===== config.mk =====
export PLATFORM = sky130hd
export DESIGN_NAME = iomem_decoder
export DESIGN_NICKNAME = d
export VERILOG_FILES = /design/src/rtl/iomem_pkg.sv /design/src/rtl/iomem_timeout.sv /design/src/rtl/iomem_decoder.sv
export SDC_FILE = /design/constraint.sdc
export NUM_CORES = 1
export LEC_CHECK = 0
export ABC_AREA = 0
export CAP_MARGIN = 20
export CORE_AREA = 2 2 133 135
export DETAILED_ROUTE_END_ITERATION = 10
export DIE_AREA = 0 0 135 137
export GPL_TIMING_DRIVEN = 1
export HOLD_SLACK_MARGIN = 0.1
export PLACE_DENSITY = 0.8
export SETUP_SLACK_MARGIN = 0.3
export SYNTH_ARGS = -nofsm -noshare
export SYNTH_HDL_FRONTEND = slang
export SYNTH_HIERARCHICAL = 1
export SYNTH_SLANG_ARGS = --single-unit

===== constraint.sdc =====
create_clock -name clk -period 7.2 [get_ports clk]
set_input_delay 1.44 -clock clk [delete_from_list [all_inputs] [get_ports clk]]
set_output_delay 1.44 -clock clk [all_outputs]
set_load 0.005 [all_outputs]

===== src/rtl/iomem_pkg.sv =====
// Shared definitions for the iomem decoder: sequencer states and default constants.
package iomem_pkg;

  // Sequencer states: waiting for a request, waiting on a slave, answering the CPU.
  typedef enum logic [1:0] {
    ST_IDLE = 2'd0,
    ST_BUSY = 2'd1,
    ST_RESP = 2'd2
  } state_e;

  // Address byte addr[31:24] that selects the peripheral I/O window.
  localparam logic [7:0]  REGION_IO        = 8'h03;

  // Read data returned for unmapped or timed-out accesses.
  localparam logic [31:0] ERR_DATA_DEFAULT = 32'hDEAD_BEEF;

endpackage


===== src/rtl/iomem_timeout.sv =====
// Watchdog counter for a pending slave access. It counts cycles while enabled and
// flags expiry on the last allowed cycle. The count saturates there and never wraps.
module iomem_timeout #(
  parameter int unsigned TIMEOUT_CYCLES = 256
) (
  input  logic clk,
  input  logic resetn,
  input  logic clear,
  input  logic enable,
  output logic expire
);

  localparam int unsigned    CNT_W = (TIMEOUT_CYCLES > 1) ? $clog2(TIMEOUT_CYCLES) : 1;
  localparam logic [CNT_W-1:0] LAST = CNT_W'(TIMEOUT_CYCLES - 1);

  logic [CNT_W-1:0] cnt_q, cnt_d;
  logic             at_last;

  assign at_last = (cnt_q == LAST);
  assign expire  = enable && at_last;

  // Next count: clear wins, otherwise step while enabled and short of the limit.
  always_comb begin
    // NOTE: give every combinationally assigned signal a default first so no path leaves it unassigned, which would infer a latch.
    cnt_d = cnt_q;
    if (clear) begin
      cnt_d = '0;
    end else if (enable && !at_last) begin
      cnt_d = cnt_q + CNT_W'(1);
    end
  end

  // Counter register.
  always_ff @(posedge clk or negedge resetn) begin
    // NOTE: state registers use non-blocking assignments so every flop samples pre-edge values regardless of block order.
    if (!resetn) begin
      cnt_q <= '0;
    end else begin
      cnt_q <= cnt_d;
    end
  end

endmodule


===== src/rtl/iomem_decoder.sv =====
// Address decoder and response sequencer for the picosoc iomem bus. Each access in
// the REGION window is registered and presented to exactly one slave; unmapped slots
// and slaves that never answer are ended with ERR_DATA so the CPU cannot hang.
module iomem_decoder
  import iomem_pkg::*;
#(
  parameter int unsigned N_SLAVES       = 4,
  parameter logic [7:0]  REGION         = REGION_IO,
  parameter int unsigned SEL_LSB        = 20,
  parameter int unsigned SEL_W          = 2,
  parameter int unsigned TIMEOUT_CYCLES = 256,
  parameter logic [31:0] ERR_DATA       = ERR_DATA_DEFAULT
) (
  input  logic                     clk,
  input  logic                     resetn,
  // CPU side
  input  logic                     m_valid,
  output logic                     m_ready,
  input  logic [3:0]               m_wstrb,
  input  logic [31:0]              m_addr,
  input  logic [31:0]              m_wdata,
  output logic [31:0]              m_rdata,
  // Peripheral side
  output logic [N_SLAVES-1:0]      s_valid,
  input  logic [N_SLAVES-1:0]      s_ready,
  output logic [3:0]               s_wstrb,
  output logic [31:0]              s_addr,
  output logic [31:0]              s_wdata,
  input  logic [32*N_SLAVES-1:0]   s_rdata,
  // Error reporting
  output logic                     err_pulse,
  output logic [31:0]              err_addr
);

  state_e                state_q, state_d;
  logic [N_SLAVES-1:0]   s_valid_q, s_valid_d;
  logic [3:0]            s_wstrb_q, s_wstrb_d;
  logic [31:0]           s_addr_q, s_addr_d;
  logic [31:0]           s_wdata_q, s_wdata_d;
  logic                  m_ready_q, m_ready_d;
  logic [31:0]           m_rdata_q, m_rdata_d;
  logic                  err_pulse_q, err_pulse_d;
  logic [31:0]           err_addr_q, err_addr_d;

  logic [SEL_W-1:0]      m_slot;
  logic [N_SLAVES-1:0]   m_onehot;
  logic                  slot_ok;
  logic                  region_hit;
  logic                  sel_ready;
  logic [31:0]           sel_rdata;
  logic                  tmo_clear;
  logic                  tmo_enable;
  logic                  tmo_expire;

  // Slot decode: a slot at or beyond N_SLAVES shifts its bit out, leaving an all-zero mask.
  assign m_slot     = m_addr[SEL_LSB +: SEL_W];
  assign m_onehot   = N_SLAVES'(1) << m_slot;
  assign slot_ok    = |m_onehot;
  assign region_hit = (m_addr[31:24] == REGION);

  // Response select driven by the registered one-hot request, so unselected ready bits drop out.
  always_comb begin
    sel_ready = |(s_ready & s_valid_q);
    sel_rdata = '0;
    for (int k = 0; k < N_SLAVES; k++) begin
      if (s_valid_q[k]) begin
        sel_rdata = sel_rdata | s_rdata[32*k +: 32];
      end
    end
  end

  // Watchdog runs only while a slave is pending and has not answered this cycle.
  assign tmo_clear  = (state_q != ST_BUSY);
  assign tmo_enable = (state_q == ST_BUSY) && !sel_ready;

  iomem_timeout #(
    .TIMEOUT_CYCLES (TIMEOUT_CYCLES)
  ) u_timeout (
    .clk    (clk),
    .resetn (resetn),
    .clear  (tmo_clear),
    .enable (tmo_enable),
    .expire (tmo_expire)
  );

  // Next-state and registered-output logic for the IDLE -> BUSY -> RESP sequencer.
  always_comb begin
    state_d     = state_q;
    s_valid_d   = s_valid_q;
    s_wstrb_d   = s_wstrb_q;
    s_addr_d    = s_addr_q;
    s_wdata_d   = s_wdata_q;
    m_ready_d   = 1'b0;
    m_rdata_d   = m_rdata_q;
    err_pulse_d = 1'b0;
    err_addr_d  = err_addr_q;

    unique case (state_q)
      ST_IDLE: begin
        // The !m_ready term skips the cycle in which the previous response is still visible.
        if (m_valid && !m_ready_q && region_hit) begin
          if (slot_ok) begin
            s_valid_d = m_onehot;
            s_wstrb_d = m_wstrb;
            s_addr_d  = m_addr;
            s_wdata_d = m_wdata;
            state_d   = ST_BUSY;
          end else begin
            m_rdata_d   = ERR_DATA;
            err_pulse_d = 1'b1;
            err_addr_d  = m_addr;
            state_d     = ST_RESP;
          end
        end
      end

      ST_BUSY: begin
        // A slave answer on the expiry cycle still counts as a normal completion.
        if (sel_ready) begin
          m_rdata_d = sel_rdata;
          s_valid_d = '0;
          state_d   = ST_RESP;
        end else if (tmo_expire) begin
          m_rdata_d   = ERR_DATA;
          s_valid_d   = '0;
          err_pulse_d = 1'b1;
          err_addr_d  = s_addr_q;
          state_d     = ST_RESP;
        end
      end

      ST_RESP: begin
        m_ready_d = 1'b1;
        state_d   = ST_IDLE;
      end

      default: begin
        s_valid_d = '0;
        state_d   = ST_IDLE;
      end
    endcase
  end

  // State and output registers; reset clears everything and abandons any access in flight.
  always_ff @(posedge clk or negedge resetn) begin
    if (!resetn) begin
      state_q     <= ST_IDLE;
      s_valid_q   <= '0;
      s_wstrb_q   <= '0;
      s_addr_q    <= '0;
      s_wdata_q   <= '0;
      m_ready_q   <= 1'b0;
      m_rdata_q   <= '0;
      err_pulse_q <= 1'b0;
      err_addr_q  <= '0;
    end else begin
      state_q     <= state_d;
      s_valid_q   <= s_valid_d;
      s_wstrb_q   <= s_wstrb_d;
      s_addr_q    <= s_addr_d;
      s_wdata_q   <= s_wdata_d;
      m_ready_q   <= m_ready_d;
      m_rdata_q   <= m_rdata_d;
      err_pulse_q <= err_pulse_d;
      err_addr_q  <= err_addr_d;
    end
  end

  assign m_ready   = m_ready_q;
  assign m_rdata   = m_rdata_q;
  assign s_valid   = s_valid_q;
  assign s_wstrb   = s_wstrb_q;
  assign s_addr    = s_addr_q;
  assign s_wdata   = s_wdata_q;
  assign err_pulse = err_pulse_q;
  assign err_addr  = err_addr_q;

endmodule


### Word level (Yosys, flattened, before mapping)

Cells that the tools add are included.

| word-level totals | value |
|---|---|
| register bits after elaboration | 148 |
| output and inout port bits | 138 |
| bits of input ports | 203 |

| cells by class | value |
|---|---|
| shift operators | 1 |
| muxes and demuxes | 32 |
| $add $sub $neg | 1 |
| reduce and logical (&&, ||, !) cells | 18 |
| bitwise operators | 5 |
| eq/ne operators | 11 |

Operators with widths:

| operator | number |
|---|---|
| 32-bit two-way mux | 12 |
| 32-bit one-hot mux with 2 select lines | 2 |
| 32-bit OR | 3 |
| 4-bit two-way mux | 4 |
| 8-bit two-way mux | 2 |
| 4-bit one-hot mux with 3 select lines | 1 |
| 2-bit != test (second input constant) | 5 |
| 8-bit by 1-bit adder with 8-bit output (second input constant) | 1 |
| 8-bit by 2-bit == test with 1-bit output (second input constant) | 1 |
| 8-bit == test (second input constant) | 1 |
| 2-bit two-way mux | 4 |
| 4-bit AND reduction | 2 |
| 4-bit OR reduction | 2 |
| 1-bit logical AND | 5 |
| 1-bit two-way mux | 5 |
| 5-bit AND reduction | 1 |
| 4-bit AND | 1 |
| 2-bit one-hot mux with 2 select lines | 1 |
| 2-bit nonzero test | 2 |
| 1-bit by 2-bit left shift with 4-bit output (first input constant) | 1 |
| 1-bit zero test | 3 |
| 3-bit != test (second input constant) | 1 |
| 3-bit AND reduction | 1 |
| 2-bit by 1-bit == test with 1-bit output (second input constant) | 1 |
| other kinds (6) | 6 |

### Depth between registers and ports, before layout

| depth | value |
|---|---|
| depth after elaboration | 9 |
| gate-level depth with buffers | 12 |

### By module

Netlist, hierarchy kept.

Modules (own cells, without submodules):

| module | area each (um^2) | times used | sequential area each (um^2) | cells each |
|---|---|---|---|---|
| iomem_decoder | 5771.8 | 1 | 3503.4 | 427 |
| iomem_timeout | 473.0 | 1 | 200.2 | 50 |

### Worst setup path after synthesis

No wires, ideal clock.

| timing | value |
|---|---|
| path type | input to register |
| from | input port s_ready[0] |
| to | register err_addr_q[22], in the netlist err_addr[22] |
| data arrival time | 3621 ps |
| library setup time | 125 ps |
| data required time | 7075 ps |
| stages on the path | 11 |
| slack | 3455 ps |
| path through | a22oi_1 -> nand2_1 -> clkbuf_1 -> nor2_1 -> buf_4 -> and3_1 -> inv_1 -> or3_1 -> clkbuf_1 -> clkbuf_1 -> mux2_2 |

| between the ends | value |
|---|---|
| cells in the longest elaborated chain, start to end | 7 |
| elaborated cells between the ends (all ways) | 8 |

Ends and longest elaborated chain:

| item | line | text |
|---|---|---|
| start, declared | iomem_decoder.sv:25 | `input logic [N_SLAVES-1:0] s_ready,` |
| 4-bit AND | iomem_decoder.sv:63 | `sel_ready = \|(s_ready & s_valid_q);` |
| 4-bit OR reduction | iomem_decoder.sv:63 |  |
| 1-bit zero test | iomem_decoder.sv:74 | `assign tmo_enable = (state_q == ST_BUSY) && !sel_ready;` |
| 1-bit logical AND | iomem_decoder.sv:74 |  |
| named net tmo_enable | iomem_decoder.sv:52 | `logic tmo_enable;` |
| 1-bit logical AND | iomem_timeout.sv:20 | `assign expire = enable && at_last;` |
| named net tmo_expire | iomem_decoder.sv:53 | `logic tmo_expire;` |
| 2-bit != test (no line) | -- |  |
| 5-bit AND reduction (no line) | -- |  |
| end signal, assigned | iomem_decoder.sv:165 | `err_addr_q <= err_addr_d;` |
| end, declared | iomem_decoder.sv:43 | `logic [31:0] err_addr_q, err_addr_d;` |

The timed path passes the listed nets, and every way through them passes these cells.
A chain may end at the register's enable or synchronous reset.

### Worst setup path after layout

| timing | value |
|---|---|
| from | input port s_ready[1] |
| to | register err_addr_q[3], in the netlist err_addr[3] |

Same word-level chain as after synthesis.

==> reports/metrics.yaml <==
global_routing:
  grt_pass1_vias: 5264
  grt_usage: 0.199
  overflow: 0
  grt_max_degree: 80
  antenna_found_initial: 0
  grt_pass1_wl_um: 28300
timing:
  finalHoldViolCount: 0
  fin_setup_tns_ps: 0
  min_period_over_period: 0.595
  finalSetupViolCount: 0
  maxSlewViolCount: 0
  worst_pin_slew_ps: 978
  rsz0062_at_grt: "no"
  period_needed_ps: 4290
  relSlewSlack: 0.348
  clock_skew_ps: 5.91
  max_freq_mhz: 233
min_path:
  hold_class: "flop to flop"
power_and_ir_drop:
  p_leak_nw: 4.71
  power.density_mw_per_mm2: 203
  intPower_mw: 1.63
  pwr-share-comb: 0.157
  p_sw_frac: 0.234
  clkPwrFrac: 0.426
  power_mw: 2.13
  seqPwrFrac: 0.417
  vdd_drop_max_mv: 0.156
  switchingPower_mw: 0.499
layout:
  area_delta_synth_final_pct: 68.0
  nets: 1015
  drive_above_1_share: 0.101
  mostFrequentLayoutCell: "clkdlybuf4s50_1"
  nFillCells: 1393
  final_cell_mix: "clkdlybuf4s50_1, dfrtp_1, mux2_1"
  n_antenna_cell: 0
  layout.cells.non_filler: 1049
  final_area_mm2: 0.0105
critical_path:
  critical_path_required_ps: 7490
  end_kind: "flop"
  cp_top_family: "simple AND/OR/NAND/NOR gates"
  worst_setup_path_start_kind: "input port"
  crit_chain: "clkdlybuf4s50_1, a22oi_1, nand2_1, nor2_1, and3_1, inv_1, or3_1, buf_4, mux2_2"
  crit_slowest_cell: "nor2_1"
  cpPeakStageDelay_ps: 560
  worstPathMaxFanout: 33
  crit_buf_inv: 3
  worstPathArrival_ps: 4580
  crit_type: "input port to flop"
drt:
  dr.pass1.iters: 6
  routed_wl_um: 18800
  route.detailed.drc: 0
  ant_nets: 0
  via_count: 5291
  first_iter_violations: 219
  vias_per_cell: 5.04
  wl_per_cell_um: 17.9
floorplanning:
  dieHeight_um: 137
  die_w_um: 135
  core_mm2: 0.0171
  die_area_mm2: 0.0185
  initial_core_util: 0.366
  num_io_pins: 341
  rows: 48
cts:
  tritoncts: "done"
  cts_sinks: 148
  h-tree-depth: 4
  cts_setup_buffers: 0
  cts_root_buf: "clkbuf_16"
  clockBufferDepth: 2
  holdBufCountCts: 0
  cts_made_buffers: 17
  clk_pin_slew_ps: 60
  insertion_delay_ps: 410
  cts_resized: 0
placement:
  dp_cells: 1016
  placed_cell_area_mm2: 0.00985
  portBuffers: 340
  dp_hpwl_um: 14100
  routabilityCongestion: 0.772
logic_synthesis:
  yosys_warnings: 6
  synth.cell_area_mm2: 0.00624
  synth_cell_type_count: 41
  synth_nets: 681
  ys_ff_latch: 148
  yosysSeqAreaShare: 0.593
  postSynthAreaPerCell_um2: 13.1
  syn-instance-count: 477
job:
  maxCapViolCount: 0
outcome:
  status: "completed"
[layer usage]
| metal | track usage | vias to the layer above | part of all wire |
|---|---|---|---|
| li1 | - | 2466 | - |
| met1 | 0.244 | 2564 | 0.40 |
| met2 | 0.340 | 233 | 0.51 |
| met3 | 0.0500 | 28 | 0.069 |
| met4 | 0.0729 | 0 | 0.020 |
| met5 | 0 | - | 0 |
[worst paths after layout]
path | startpoint | endpoint | slack (ps) | cells past startpoint
hold / removal | s_wdata[22]$_DFFE_PN0P_ | s_wdata[22]$_DFFE_PN0P_ | 480 | 1
max in group asynchronous | resetn | s_wdata[24]$_DFFE_PN0P_ | 4730 | 2
setup reg to reg | s_valid[1]$_DFFE_PN0P_ | err_addr[3]$_DFFE_PN0P_ | 3680 | 9
setup / recovery | s_ready[1] | err_addr[3]$_DFFE_PN0P_ | 2910 | 9
hold reg to reg | s_wdata[22]$_DFFE_PN0P_ | s_wdata[22]$_DFFE_PN0P_ | 480 | 1
min in group asynchronous | resetn | err_addr[28]$_DFFE_PN0P_ | 1010 | 1
[power by group through the flow]
stage	combinational [mW]	sequential [mW]	clock [mW]
after CTS	0.337	0.889	0.932
after global placement	0.332	0.902	0
after detailed placement	0.335	0.904	0
after floorplan	0.0986	0.904	0
final	0.334	0.889	0.909
after global routing	0.360	0.893	0.974
[cell usage after synthesis]
cell / n / area share
dfrtp_1: 148 / 0.59
mux2_1: 57 / 0.10
mux2_2: 36 / 0.065
nor2_1: 28 / 0.017
a31oi_1: 26 / 0.026
clkbuf_1: 24 / 0.014
a221oi_1: 22 / 0.031
a22o_1: 22 / 0.031
a22oi_1: 22 / 0.026
inv_1: 12 / 0.0072
nor2b_1: 11 / 0.011
buf_2: 9 / 0.0072
o2bb2ai_1: 8 / 0.011
nand2_1: 5 / 0.0030
o21ai_0: 5 / 0.0040
a211oi_1: 3 / 0.0036
a21oi_1: 3 / 0.0024
and3_1: 3 / 0.0030
nand2b_1: 3 / 0.0030
nand3_1: 3 / 0.0024
nor3_1: 3 / 0.0024
or3_1: 3 / 0.0030
nand4_1: 2 / 0.0020
or2_2: 2 / 0.0020
a2111oi_0: 1 / 0.0014
a21boi_1: 1 / 0.0012
a41o_1: 1 / 0.0016
and4_1: 1 / 0.0014
buf_4: 1 / 0.0012
ha_1: 1 / 0.0020
mux2i_1: 1 / 0.0016
nand3_2: 1 / 0.0016
nand3b_1: 1 / 0.0012
nand4bb_1: 1 / 0.0018
nor3b_1: 1 / 0.0012
nor4_1: 1 / 0.0010
nor4_4: 1 / 0.0034
o21ai_2: 1 / 0.0014
o22ai_1: 1 / 0.0010
o32a_1: 1 / 0.0016
or4b_1: 1 / 0.0016
[through the flow]
stage,hold slack (ps),util,setup slack [ps]
2_1_floorplan,479,-,3450
5_1_grt,498,0.615,2610
6_report,482,0.615,2910
3_3_place_gp,466,0.577,2390
3_5_place_dp,474,0.577,2240
4_1_cts,488,0.613,2650
[state kept, by name, indices dropped and copies added, names as in the netlist]
name / flops
m_rdata: 32
s_wstrb: 4
m_ready: 1
s_wdata: 32
s_valid: 4
err_pulse: 1
state_q: 2
u_timeout/cnt_q: 8
err_addr: 32
s_addr: 32
[cell families (layout without fill, tap and decap cells)]
family	count (synthesis)	count (layout)	synth area share
compound gates	117	117	0.144
simple gates	71	71	0.0619
mux	94	94	0.169
fa+ha+maj	1	1	0.00200
buf+inv	46	393	0.0301
flops	148	148	0.593
[final cells by class]
type	count	area [um2]	area share
Clock inverter	14	175	0.0167
Clock buffer	18	439	0.0419
Multi-Input combinational cell	283	2350	0.224
Sequential cell	148	3700	0.353
Inverter	12	45.0	0.00429
Tap cell	225	282	0.0268
Timing Repair Buffer	349	3490	0.333
Note: power is estimated with default switching activity, not from simulation.
==> edit: new RTL, same settings <==
Remove the register `err_pulse_q`: a continuous assignment takes its place, so the output `err_pulse` follows one clock earlier.
--- a/src/rtl/iomem_decoder.sv
+++ b/src/rtl/iomem_decoder.sv
@@ -152,5 +152,4 @@
       m_ready_q   <= 1'b0;
       m_rdata_q   <= '0;
-      err_pulse_q <= 1'b0;
       err_addr_q  <= '0;
     end else begin
@@ -162,8 +161,9 @@
       m_ready_q   <= m_ready_d;
       m_rdata_q   <= m_rdata_d;
-      err_pulse_q <= err_pulse_d;
       err_addr_q  <= err_addr_d;
     end
   end
+
+  assign err_pulse_q = err_pulse_d;
 
   assign m_ready   = m_ready_q;
Function: same outputs for any inputs over 4 cycles, from zero or initial values and one cycle with resetn low; that may be too few to reach the edited logic, so the function may still have changed.
==> edit against the unedited design <==
  * Total power down 4.4%
  * Routed wire length down 0.37%
  * Cell count unchanged
  * Cell area down 0.74%
  * Sequential share of layout area about the same
  * Count of clock-buffer cells in the layout up 3
  * Sequential cell count down 1
  * Worst setup slack worse by 1.6 ns
  * Register-to-register slack better by 0.39 ns
  * Global-route usage about the same
  * Combinational power about the same
  * Area after synthesis down 0.40%
==> edit: results (changes against the unedited design) <==
- Net Count, Synth: 680 (was 681)
- Worst Skew: 0.00880 ns (was 0.00591 ns)
- Fillers: 1386 (was 1393)
- Worst skew pair latency: 0.41 ns (about the same)
- Vias after detailed routing: 5260 (was 5291)
- Grt met3 use: 5.59% (was 5.00%)
- Adder and majority gate portion of the synthesized area: 0.201% (was 0.200%)
- Post-synthesis compound-gate area fraction: 14.4% (about the same)
- Register bit total from synthesis: 147 (was 148)
- Cells taking the most area after synthesis: dfrtp_1 59%, mux2_1 10%, mux2_2 6.5% (unchanged)
- Top cells by count, synth: 147 x dfrtp_1, 57 x mux2_1, 36 x mux2_2, 28 x nor2_1, 26 x a31oi_1 (was 148 x dfrtp_1, 57 x mux2_1, 36 x mux2_2, 28 x nor2_1, 26 x a31oi_1)
- Clock buf count: 21 (was 18)
- Post-Place Setup Slack: 1.32 ns (was 2.24 ns)
- PortBufs: 340 (unchanged)
- Worst Min Path Start: s_wdata[0] (was s_wdata[22])
- Storage cell area: 3680 sq um (was 3700 sq um)
- Vias in the first global route: 5358 (was 5264)
- End point of the critical path: err_pulse (was err_addr[3])
- Worst path arrival time: 4.42 ns (was 4.58 ns)
- CP max stage cell: clkdlybuf4s50_1 (was nor2_1)
- First-pass GRT wire length: 28300 um (about the same)
- Tcrit/Tclk final: 81.4% (was 59.5%)
- Reg-to-reg critical path startpoint: s_valid[1] (unchanged)
- Iteration count of the initial detailed-routing pass: 4 (was 6)
- CTS Buf Count: 17 (unchanged)
- Syn Inst Count: 476 (was 477)
- Met1 Use GR: 23.9% (was 24.4%)
- Multiplexer share of the synthesized area: 17.0% (was 16.9%)
- Clock-cell share of area: 5.32% (was 5.86%)
- Leakage: 4.67 nW (was 4.71 nW)
- Routability congestion estimate from global placement: 0.766 (was 0.772)
- Slew HR: 34.9% (was 34.8%)
- Nonclk buf count: 350 (was 349)
- Post-synthesis sequential area ratio: 59.1% (was 59.3%)
- Hold path endpoint: s_wdata[0] (was s_wdata[22])
- RR Endpoint: err_addr[2] (was err_addr[3])
- Drt initial violations: 278 (was 219)
- Worst VDD drop: 0.156 mV (about the same)
- Status: complete, no violations (unchanged)
- Met2 usage: 33.7% (was 34.0%)
- CP peak stage delay: 0.50 ns (was 0.56 ns)
- R2R cell count: 10 (was 9)
- Largest net degree at the start of global routing: 86 (was 80)
- Gr usage total: 19.9% (about the same)
- Non-clock buffer share of cell area: 33.6% (was 33.3%)
[edit: metal layers]
layer	share of wire [%]	wire length, um
met5	0	0
met1	39	7360
met4	3.0	561
met2	51	9490
met3	6.9	1290
[edit: power breakdown]
| part | internal (W) | total [W] | switching, W |
|---|---|---|---|
| clock | 0.000487 | 0.000824 | 0.000337 |
| combinational | 0.000207 | 0.000333 | 0.000126 |
| sequential | 0.000862 | 0.000882 | 0.0000199 |
| total | 0.00156 | 0.00204 | 0.000483 |
[edit: kinds of logic (layout without fill, tap and decap cells)]
| kind of cell | count (synthesis) | in the layout |
|---|---|---|
| flops | 147 | 147 |
| mux | 94 | 94 |
| fa+ha+maj | 1 | 1 |
| compound gates | 117 | 117 |
| simple gates | 71 | 71 |
| buf+inv | 46 | 394 |
[edit: metrics by stage]
step	cell area (sq um)	hold WS [ns]
after floorplan	6220	0.479
after global placement	9830	0.468
after CTS	10400	0.487
after global routing	10400	0.495
after detailed placement	9830	0.474
final	10400	0.482
